<file path="src/rtl/instr_fetch_seq_if.sv">
// ---------------------------------------------------------------------------
// instr_fetch_seq_if
//   Bundles the handshake and bus signals of the instruction-fetch sequencer:
//   the execute-side redirect input, the instruction-memory request/response
//   bus, and the decode-side valid/ready output.
//
//   Signals:
//     redirect_valid / redirect_pc   branch/jump redirect from execute
//     imem_req / imem_addr           fetch request to instruction memory
//     imem_ack / imem_rdata          memory response for the current request
//     if_valid / if_pc / if_instr    {pc, instr} presented to decode
//     if_ready                       decode accepts the presented entry
//
//   Modports:
//     master  the fetch sequencer
//     slave   the surrounding system (execute, memory, decode)
// ---------------------------------------------------------------------------
interface instr_fetch_seq_if;
    logic        redirect_valid;
    logic [31:0] redirect_pc;
    logic        imem_req;
    logic [31:0] imem_addr;
    logic        imem_ack;
    logic [31:0] imem_rdata;
    logic        if_valid;
    logic [31:0] if_pc;
    logic [31:0] if_instr;
    logic        if_ready;

    modport master (
        input  redirect_valid, redirect_pc, imem_ack, imem_rdata, if_ready,
        output imem_req, imem_addr, if_valid, if_pc, if_instr
    );

    modport slave (
        output redirect_valid, redirect_pc, imem_ack, imem_rdata, if_ready,
        input  imem_req, imem_addr, if_valid, if_pc, if_instr
    );
endinterface

</file>
<file path="src/rtl/instr_fetch_seq.sv">
// ---------------------------------------------------------------------------
// instr_fetch_seq
//   Instruction-fetch sequencer. Owns the program counter, issues fetch
//   requests to instruction memory, collects returned words and presents
//   {pc, instr} pairs to decode over a valid/ready handshake. A redirect from
//   execute flushes buffered fetches and restarts fetching at the target.
//
//   Parameters:
//     RESET_PC   first fetch address after reset release
//     PC_STEP    byte increment between sequential fetches
//
//   Ports:
//     clk        system clock, rising edge
//     rst_n      asynchronous active-low reset
//     bus        instr_fetch_seq_if.master (redirect, imem bus, decode output)
//
//   Build option:
//     FETCH_SKID_EN  when defined, the output buffer is a 2-entry FIFO and
//                    imem_req depends only on registered occupancy. When
//                    undefined, a single output register is used and imem_req
//                    is combinationally enabled by a same-cycle decode pop.
// ---------------------------------------------------------------------------
module instr_fetch_seq #(
    parameter logic [31:0] RESET_PC = 32'h0000_0000,
    parameter int unsigned PC_STEP  = 4
) (
    input  logic               clk,
    input  logic               rst_n,
    instr_fetch_seq_if.master  bus
);

    localparam logic [31:0] STEP = PC_STEP;

    typedef enum logic [1:0] {
        IDLE,
        FETCH,
        DROP
    } state_t;

    state_t      state_q;
    logic [31:0] pc_q;       // next address to fetch into the buffer
    logic [31:0] addr_q;     // address on the bus; diverges from pc_q only in DROP
    logic [31:0] redirect_target;
    logic        buf_space;  // buffer can take an entry at the next edge
    logic        ack_take;   // current request completes this cycle
    logic        push;
    logic        pop;

    assign redirect_target = {bus.redirect_pc[31:2], 2'b00};
    assign bus.imem_addr   = addr_q;

    // NOTE: every signal assigned in always_comb gets a default first, so no
    // path through the block leaves it unassigned and no latch is inferred.
    always_comb begin
        bus.imem_req = 1'b0;
        ack_take     = 1'b0;
        push         = 1'b0;
        pop          = 1'b0;
        // DROP must keep the outstanding request alive until its ack.
        if (state_q == DROP) begin
            bus.imem_req = 1'b1;
        end else if (state_q == FETCH) begin
            bus.imem_req = buf_space;
        end
        ack_take = bus.imem_req && bus.imem_ack;
        // A word acked alongside a redirect belongs to the old path.
        push     = (state_q == FETCH) && ack_take && !bus.redirect_valid;
        pop      = bus.if_valid && bus.if_ready;
    end

    // -----------------------------------------------------------------------
    // Sequencer FSM and PC
    // -----------------------------------------------------------------------
    // NOTE: sequential state uses non-blocking assignments only, so every
    // register samples the pre-edge values of the others.
    always_ff @(posedge clk or negedge rst_n) begin
        if (!rst_n) begin
            state_q <= IDLE;
            pc_q    <= RESET_PC;
            addr_q  <= RESET_PC;
        end else begin
            case (state_q)
                IDLE: begin
                    state_q <= FETCH;
                    if (bus.redirect_valid) begin
                        pc_q   <= redirect_target;
                        addr_q <= redirect_target;
                    end
                end
                FETCH: begin
                    if (bus.redirect_valid) begin
                        pc_q <= redirect_target;
                        if (bus.imem_req && !bus.imem_ack) begin
                            // Request in flight: hold its address until ack.
                            state_q <= DROP;
                        end else begin
                            addr_q <= redirect_target;
                        end
                    end else if (ack_take) begin
                        pc_q   <= pc_q + STEP;
                        addr_q <= pc_q + STEP;
                    end
                end
                DROP: begin
                    if (bus.redirect_valid) begin
                        pc_q <= redirect_target;
                    end
                    if (bus.imem_ack) begin
                        state_q <= FETCH;
                        addr_q  <= bus.redirect_valid ? redirect_target : pc_q;
                    end
                end
                default: begin
                    state_q <= IDLE;
                end
            endcase
        end
    end

    // -----------------------------------------------------------------------
    // Output buffer
    // -----------------------------------------------------------------------
`ifdef FETCH_SKID_EN
    logic [1:0]  count_q;
    logic        rd_ptr_q;
    logic        wr_ptr_q;
    logic [31:0] pc_mem    [2];
    logic [31:0] instr_mem [2];

    // Registered occupancy only: no path from if_ready into imem_req.
    assign buf_space    = (count_q != 2'd2);
    assign bus.if_valid = (count_q != 2'd0);
    assign bus.if_pc    = pc_mem[rd_ptr_q];
    assign bus.if_instr = instr_mem[rd_ptr_q];

    always_ff @(posedge clk or negedge rst_n) begin
        if (!rst_n) begin
            count_q  <= 2'd0;
            rd_ptr_q <= 1'b0;
            wr_ptr_q <= 1'b0;
            // NOTE: the two storage entries are reset because the head entry
            // drives if_pc/if_instr directly, and those must read 0 in reset.
            for (int i = 0; i < 2; i++) begin
                pc_mem[i]    <= '0;
                instr_mem[i] <= '0;
            end
        end else if (bus.redirect_valid) begin
            // A coinciding pop has already been taken by decode; drop the rest.
            count_q  <= 2'd0;
            rd_ptr_q <= 1'b0;
            wr_ptr_q <= 1'b0;
        end else begin
            if (push) begin
                pc_mem[wr_ptr_q]    <= pc_q;
                instr_mem[wr_ptr_q] <= bus.imem_rdata;
                wr_ptr_q            <= ~wr_ptr_q;
            end
            if (pop) begin
                rd_ptr_q <= ~rd_ptr_q;
            end
            case ({push, pop})
                2'b10:   count_q <= count_q + 2'd1;
                2'b01:   count_q <= count_q - 2'd1;
                default: count_q <= count_q;
            endcase
        end
    end
`else
    logic        valid_q;
    logic [31:0] pc_r;
    logic [31:0] instr_r;

    // Refill in the same cycle decode empties the register.
    assign buf_space    = !valid_q || bus.if_ready;
    assign bus.if_valid = valid_q;
    assign bus.if_pc    = pc_r;
    assign bus.if_instr = instr_r;

    always_ff @(posedge clk or negedge rst_n) begin
        if (!rst_n) begin
            valid_q <= 1'b0;
            pc_r    <= '0;
            instr_r <= '0;
        end else if (bus.redirect_valid) begin
            valid_q <= 1'b0;
        end else if (push) begin
            valid_q <= 1'b1;
            pc_r    <= pc_q;
            instr_r <= bus.imem_rdata;
        end else if (pop) begin
            valid_q <= 1'b0;
        end
    end
`endif

endmodule

</file>
<file path="src/flat_wrapper.sv">
// flat-port wrapper written by rule: the top's interface ports become plain ports
module instr_fetch_seq_flat 
#(
    parameter logic [31:0] RESET_PC = 32'h0000_0000,
    parameter int unsigned PC_STEP  = 4
)
  (clk, rst_n, bus_redirect_valid, bus_redirect_pc, bus_imem_ack, bus_imem_rdata, bus_if_ready, bus_imem_req, bus_imem_addr, bus_if_valid, bus_if_pc, bus_if_instr);
  instr_fetch_seq_if bus_i ();
  input  logic clk;
  input  logic rst_n;
  input wire logic [$bits(bus_i.redirect_valid)-1:0] bus_redirect_valid;
  input wire logic [$bits(bus_i.redirect_pc)-1:0] bus_redirect_pc;
  input wire logic [$bits(bus_i.imem_ack)-1:0] bus_imem_ack;
  input wire logic [$bits(bus_i.imem_rdata)-1:0] bus_imem_rdata;
  input wire logic [$bits(bus_i.if_ready)-1:0] bus_if_ready;
  output wire logic [$bits(bus_i.imem_req)-1:0] bus_imem_req;
  output wire logic [$bits(bus_i.imem_addr)-1:0] bus_imem_addr;
  output wire logic [$bits(bus_i.if_valid)-1:0] bus_if_valid;
  output wire logic [$bits(bus_i.if_pc)-1:0] bus_if_pc;
  output wire logic [$bits(bus_i.if_instr)-1:0] bus_if_instr;
  assign bus_i.redirect_valid = bus_redirect_valid;
  assign bus_i.redirect_pc = bus_redirect_pc;
  assign bus_i.imem_ack = bus_imem_ack;
  assign bus_i.imem_rdata = bus_imem_rdata;
  assign bus_i.if_ready = bus_if_ready;
  assign bus_imem_req = bus_i.imem_req;
  assign bus_imem_addr = bus_i.imem_addr;
  assign bus_if_valid = bus_i.if_valid;
  assign bus_if_pc = bus_i.if_pc;
  assign bus_if_instr = bus_i.if_instr;
  instr_fetch_seq #(.RESET_PC(RESET_PC), .PC_STEP(PC_STEP)) u_core (.clk(clk), .rst_n(rst_n), .bus(bus_i));
endmodule
</file>
<file path="config.mk">
export PLATFORM = sky130hd
export DESIGN_NAME = instr_fetch_seq_flat
export DESIGN_NICKNAME = d
export VERILOG_FILES = /design/src/rtl/instr_fetch_seq_if.sv /design/src/rtl/instr_fetch_seq.sv /design/src/flat_wrapper.sv
export SDC_FILE = /design/constraint.sdc
export NUM_CORES = 1
export LEC_CHECK = 0
export CORE_MARGIN = 2
export CORE_UTILIZATION = 50
export DETAILED_ROUTE_END_ITERATION = 10
export PLACE_DENSITY_LB_ADDON = 0.3
export SYNTH_ARGS = -nofsm -noshare
export SYNTH_HDL_FRONTEND = slang
export SYNTH_SLANG_ARGS = --single-unit
export TNS_END_PERCENT = 1
</file>
<file path="constraint.sdc">
create_clock -name clk -period 7.25 [get_ports clk]
set_input_delay 1.0875 -clock clk [delete_from_list [all_inputs] [get_ports clk]]
set_output_delay 1.0875 -clock clk [all_outputs]
set_load 0.05 [all_outputs]
</file>
Yosys cells after proc, flatten, opt, wreduce, memory -nomap -nowiden
Cells that the tools add are included.
Operators by class
  $add $sub $neg: 1
  multiply operators: 0
  divide/modulo/power cells: 0
  order comparisons: 0
  equal/unequal tests: 8
  shift operators: 0
  multiplexer cells: 18
  bitwise gates (word level): 1
  reductions and logical operators: 18
Operators by type and width (count)
  $mux W32: 7
  $pmux W32 S3: 1
  $pmux W32 S2: 1
  $add A32 B3 Y32 const B: 1
  $ne A2 B2 Y1 const B: 4
  $mux W2: 3
  $pmux W2 S3: 1
  $reduce_bool A3 Y1: 2
  $logic_and A1 B1 Y1: 5
  $mux W1: 5
  $reduce_and A5 Y1: 1
  $reduce_and A2 Y1: 2
  $logic_not A1 Y1: 3
  $ne A3 B2 Y1 const B: 1
  $ne A3 B3 Y1 const B: 1
  $reduce_and A3 Y1: 1
  $eq A2 B1 Y1 const B: 1
  $eq A2 B2 Y1 const B: 1
  $logic_not A2 Y1: 1
  $reduce_bool A2 Y1: 1
  $reduce_or A2 Y1: 1
  $logic_or A1 B1 Y1: 1
  $not A1 Y1: 1
Word-level totals
  register bits: 131
  bits in latches: 0
  RAM bits: 0
  memory bits (read-only): 0
  input bits: 69
  output and inout port bits: 98
  logic and storage cells: 52
  memories: 0

Depth between registers and ports, before layout
  depth in word-level cells: 9
  mapped depth: 10
  mapped depth without buffers: 7

Worst setup path after synthesis
No wires, ideal clock.
  kind: input-to-reg
  start: input bus_if_ready
  end: register u_core.instr_r[10], in the netlist u_core.bus.if_instr[10]
  library setup time: 125 ps
  arrival time: 2872 ps
  required time: 7125 ps
  setup slack: 4254 ps
  stages on the path: 7
  path buffers: 2
  cells stage by stage: nand2b_1 > nand2_1 > nand2_1 > nand3_1 > clkbuf_1 > clkbuf_1 > mux2_2
Between the ends
  word-level cells in the longest chain between the ends: 7
Ends and longest elaborated chain
  from (decl): line flat_wrapper.sv:15  | input wire logic [$bits(bus_i.if_ready)-1:0] bus_if_ready;
  $logic_or A1 B1 Y1: line instr_fetch_seq.sv:174  | assign buf_space = !valid_q || bus.if_ready;
  $mux W1: line instr_fetch_seq.sv:62  | end else if (state_q == FETCH) begin
  $mux W1: line instr_fetch_seq.sv:60  | if (state_q == DROP) begin
  named net bus_imem_req: line flat_wrapper.sv:16  | output wire logic [$bits(bus_i.imem_req)-1:0] bus_imem_req;
  $logic_and A1 B1 Y1: line instr_fetch_seq.sv:65  | ack_take = bus.imem_req && bus.imem_ack;
  $logic_and A1 B1 Y1 (2 in series): line instr_fetch_seq.sv:67  | push = (state_q == FETCH) && ack_take && !bus.redirect_valid;
  $reduce_and A2 Y1 (no line)
  to (signal assigned): line instr_fetch_seq.sv:189  | instr_r <= bus.imem_rdata;
  to (decl): line instr_fetch_seq.sv:171  | logic [31:0] instr_r;
The timed path passes the listed nets, and every way through them passes these cells.
A chain may end at the register's enable or synchronous reset.

Final worst setup path
  start: input bus_if_ready
  end: output bus_imem_req
Between the ends
  word-level cells in the longest chain between the ends: 3
Ends and longest elaborated chain (line)
  $logic_or A1 B1 Y1: instr_fetch_seq.sv:174
  $mux W1: instr_fetch_seq.sv:62
  $mux W1: instr_fetch_seq.sv:60
  to (decl): flat_wrapper.sv:16
No other way between the ends.

==> flow_metrics.tcl <==
set metrics [dict create \
    die-area_mm2 0.01570 \
    postCtsSetupBuffers 0 \
    synth_edf_count 0 \
    viasPerCell 6.353 \
    num_vias 6950 \
    slew_headroom_pct 30.19 \
    synth-adder-area-share_pct 1.021 \
    yosysTopAreaCell "dfrtp_1" \
    ios 167 \
    grt.overflow.total 0 \
    start_kind "primary input" \
    synthTopCellsByCount "dfrtp_1 (131), o21ai_0 (73), mux2_2 (66), clkbuf_1 (54)" \
    tns_ns 0 \
    min_path_type "reg2reg" \
    wl_per_cell_um 20.05 \
    synth.top_cells.by_area "dfrtp_1 (45%), mux2_2 (10%), o21ai_0 (5.0%)" \
    yosysMostFrequentCell "dfrtp_1" \
    drc 0 \
    fp.coreArea_mm2 0.01448 \
    setup_violations 0 \
    ctsHoldBuffers 0 \
    fp-row-count 44 \
    grt_pass1_vias 6688 \
    synth_top_family_by_area "compound AO/OA/AOI/OAI gates" \
    synthXorXnorAreaFrac_pct 0.4764 \
    cts.repair.resized 0 \
    synthCells 781 \
    synth_cell_types 63 \
    gp_congestion 0.9384 \
    crit_arrival_ns 2.80 \
    synth_compound_area_share_pct 20.82 \
    grt_setup_unrepaired "false" \
    status "complete, no violations" \
    final.period_utilization_pct 53.55 \
    worst_slew_pin_slew_ns 1.045 \
    finalPower_w 0.005319 \
    clock_path_buffers 2 \
    async_reset_ff_share_pct 100.0 \
    syn_area_mm2 0.007355 \
    initial_utilization_pct 50.80 \
    drv_slew 0 \
    max_stage_delay_ns 0.84 \
    synth_seq_cells 131 \
    clock-sinks 131 \
    dpl.hpwl_mm 14.07 \
    antenna_found_initial 0 \
    grt_max_degree 68 \
    final_nets 972 \
    crit_family "buffers and inverters" \
    synth.top_cell.area_share_pct 44.57 \
    cts_tree "yes" \
    drtAntennaViolNets 0 \
    dr.pass1.iters 5 \
    drt_iter0_markers 753 \
    fillers 1191 \
    synthSimpleGateAreaFrac_pct 15.94 \
    ir_worst_vdd_uv 297.5 \
    yosys_warnings 0 \
    worstSetupPathType "in2out" \
    clk_latency_ns 0.42 \
    clk_pin_slew_ns 0.06 \
    regArea_mm2 0.003278 \
    dieHeight_um 125.3 \
    area_delta_synth_final_pct 30.25 \
    period_needed_ns 3.883 \
    muxShareOfSynthArea_pct 12.01 \
    grt_first_pass_wirelength_mm 35.56 \
    io_buffers 164 \
    whs_ns 0.4668 \
    crit_fanout 3 \
    cp_slowest_cell "clkdlybuf4s50_1" \
    worstPathCellList "clkdlybuf4s50_1 -> nand2b_1 -> nand2_1 -> nand2_1 -> clkdlybuf4s50_1" \
    power.leakage_nw 3.819 \
    yosysSeqAreaShare_pct 44.57 \
    final_layout_size_suffix_gt1_share_pct 13.74 \
    final_util_pct 66.16 \
    power.density_mw_per_mm2 555.2 \
    maxCapViolCount 0 \
    totalWireLength_mm 21.94 \
    die_w_um 125.3 \
    num_antenna_cells 0 \
    cts_made_buffers 17 \
    grt_usage_pct 28.38 \
    fin_skew_ns 0.008389 \
    path_buf_inv 2 \
    avgSynthCellArea_um2 9.417 \
    yosys_most_used_dff "dfrtp_1" \
    end_kind "primary output" \
    htree_num_levels 4 \
    crit_required_ns 6.16 \
    syn_nets 856 \
    hold_viol_final 0 \
    multi_input_area_mm2 0.003712 \
    fmax_mhz 257.6 \
    root_buffer "clkbuf_16" \
]
## worst register-to-register path: cells and delay by family (launching register included)
kind | cells | cell delay, ns
simple gates | 3 | 1.48
compound gates | 1 | 0.25
fa+ha+maj | 1 | 0.18
mux | 1 | 0.23
buf+inv | 2 | 0.59
flops | 1 | 0.42
## cell type report
type / count / share of cell area (%)
Timing Repair Buffer: 174 / 17.88
Clock buffer: 19 / 4.624
Inverter: 18 / 0.7053
Sequential cell: 131 / 34.22
Clock inverter: 13 / 1.411
Multi-Input combinational cell: 555 / 38.75
Tap cell: 184 / 2.403
## metrics by stage
step / worst slack (ns) / cell area (um2) / instances
after global routing: 3.293 / 9579 / 1094
final: 3.367 / 9579 / 1094
after global placement: 3.315 / 9001 / 1062
after detailed placement: 3.244 / 9001 / 1062
after floorplan: 4.254 / 7355 / 781
after CTS: 3.376 / 9579 / 1094
## registers in the layout, indices dropped and copies added (netlist names)
register / flops
u_core.bus.if_instr: 32
u_core.bus.if_pc: 32
u_core.bus.imem_addr: 32
u_core.pc_q: 32
u_core.state_q: 2
u_core.bus.if_valid: 1
## placed cells by master, fill, tap and decap left out, drive strengths merged, types with 5 or more instances in the layout
master | Yosys | routed
buf | 22 | 12
or4 | 7 | 7
a2bb2oi | 5 | 5
clkbuf | 55 | 19
a21oi | 45 | 45
and3 | 6 | 6
a22oi | 8 | 8
nand2b | 10 | 10
nor2 | 53 | 53
mux2i | 14 | 14
nor2b | 5 | 5
o41ai | 8 | 8
dfrtp | 131 | 131
inv | 17 | 18
or3 | 9 | 9
clkdlybuf4s50 | 0 | 162
clkinv | 1 | 6
a22o | 6 | 6
nand2 | 53 | 53
a221oi | 7 | 7
nor4 | 20 | 20
ha | 6 | 6
or2 | 5 | 5
nand3 | 24 | 24
nor3 | 19 | 19
clkinvlp | 0 | 5
o311ai | 5 | 5
mux2 | 66 | 66
nand4 | 10 | 10
o22ai | 10 | 10
a31oi | 13 | 13
o21ai | 73 | 73
## metal layers
layer	GRT usage, %	part of all wire (%)	vias up
li1	-	-	3151
met1	37.07	41	3380
met2	44.02	45	373
met3	9.884	11	46
met4	10.26	2.3	0
met5	0	0	-
## path summary, 6_finish.rpt
| check | from | to | slack [ns] | cells past startpoint |
|---|---|---|---|---|
| worst min-delay path | u_core.bus.imem_addr[0] | u_core.bus.imem_addr[0] | 0.47 | 2 |
| worst max register to register | u_core.state_q[1] | u_core.bus.imem_addr[24] | 4.00 | 8 |
| min in group asynchronous | rst_n | u_core.bus.if_pc[9] | 0.67 | 1 |
| max in group asynchronous | rst_n | u_core.bus.if_instr[9] | 5.30 | 2 |
| worst min register to register | u_core.bus.imem_addr[0] | u_core.bus.imem_addr[0] | 0.47 | 2 |
| worst max-delay path | bus_if_ready | bus_imem_req | 3.37 | 5 |
## where the power goes
part           internal [W]  leakage (nW)  total [W]  switching [W]
sequential          0.00108          1.58    0.00139       0.000315
combinational       0.00106          1.96    0.00308        0.00203
clock              0.000513         0.271   0.000844       0.000331
total               0.00265          3.82    0.00532        0.00267
## cell families after synthesis
group | Yosys count
xor gates and xnor gates | 4
and+or+nand+nor | 232
adders and majority gates | 6
buffers and inverters | 95
AOI/OAI and AO/OA | 233
muxes | 80
DFF | 131
Power figures use the tool's default switching activity.
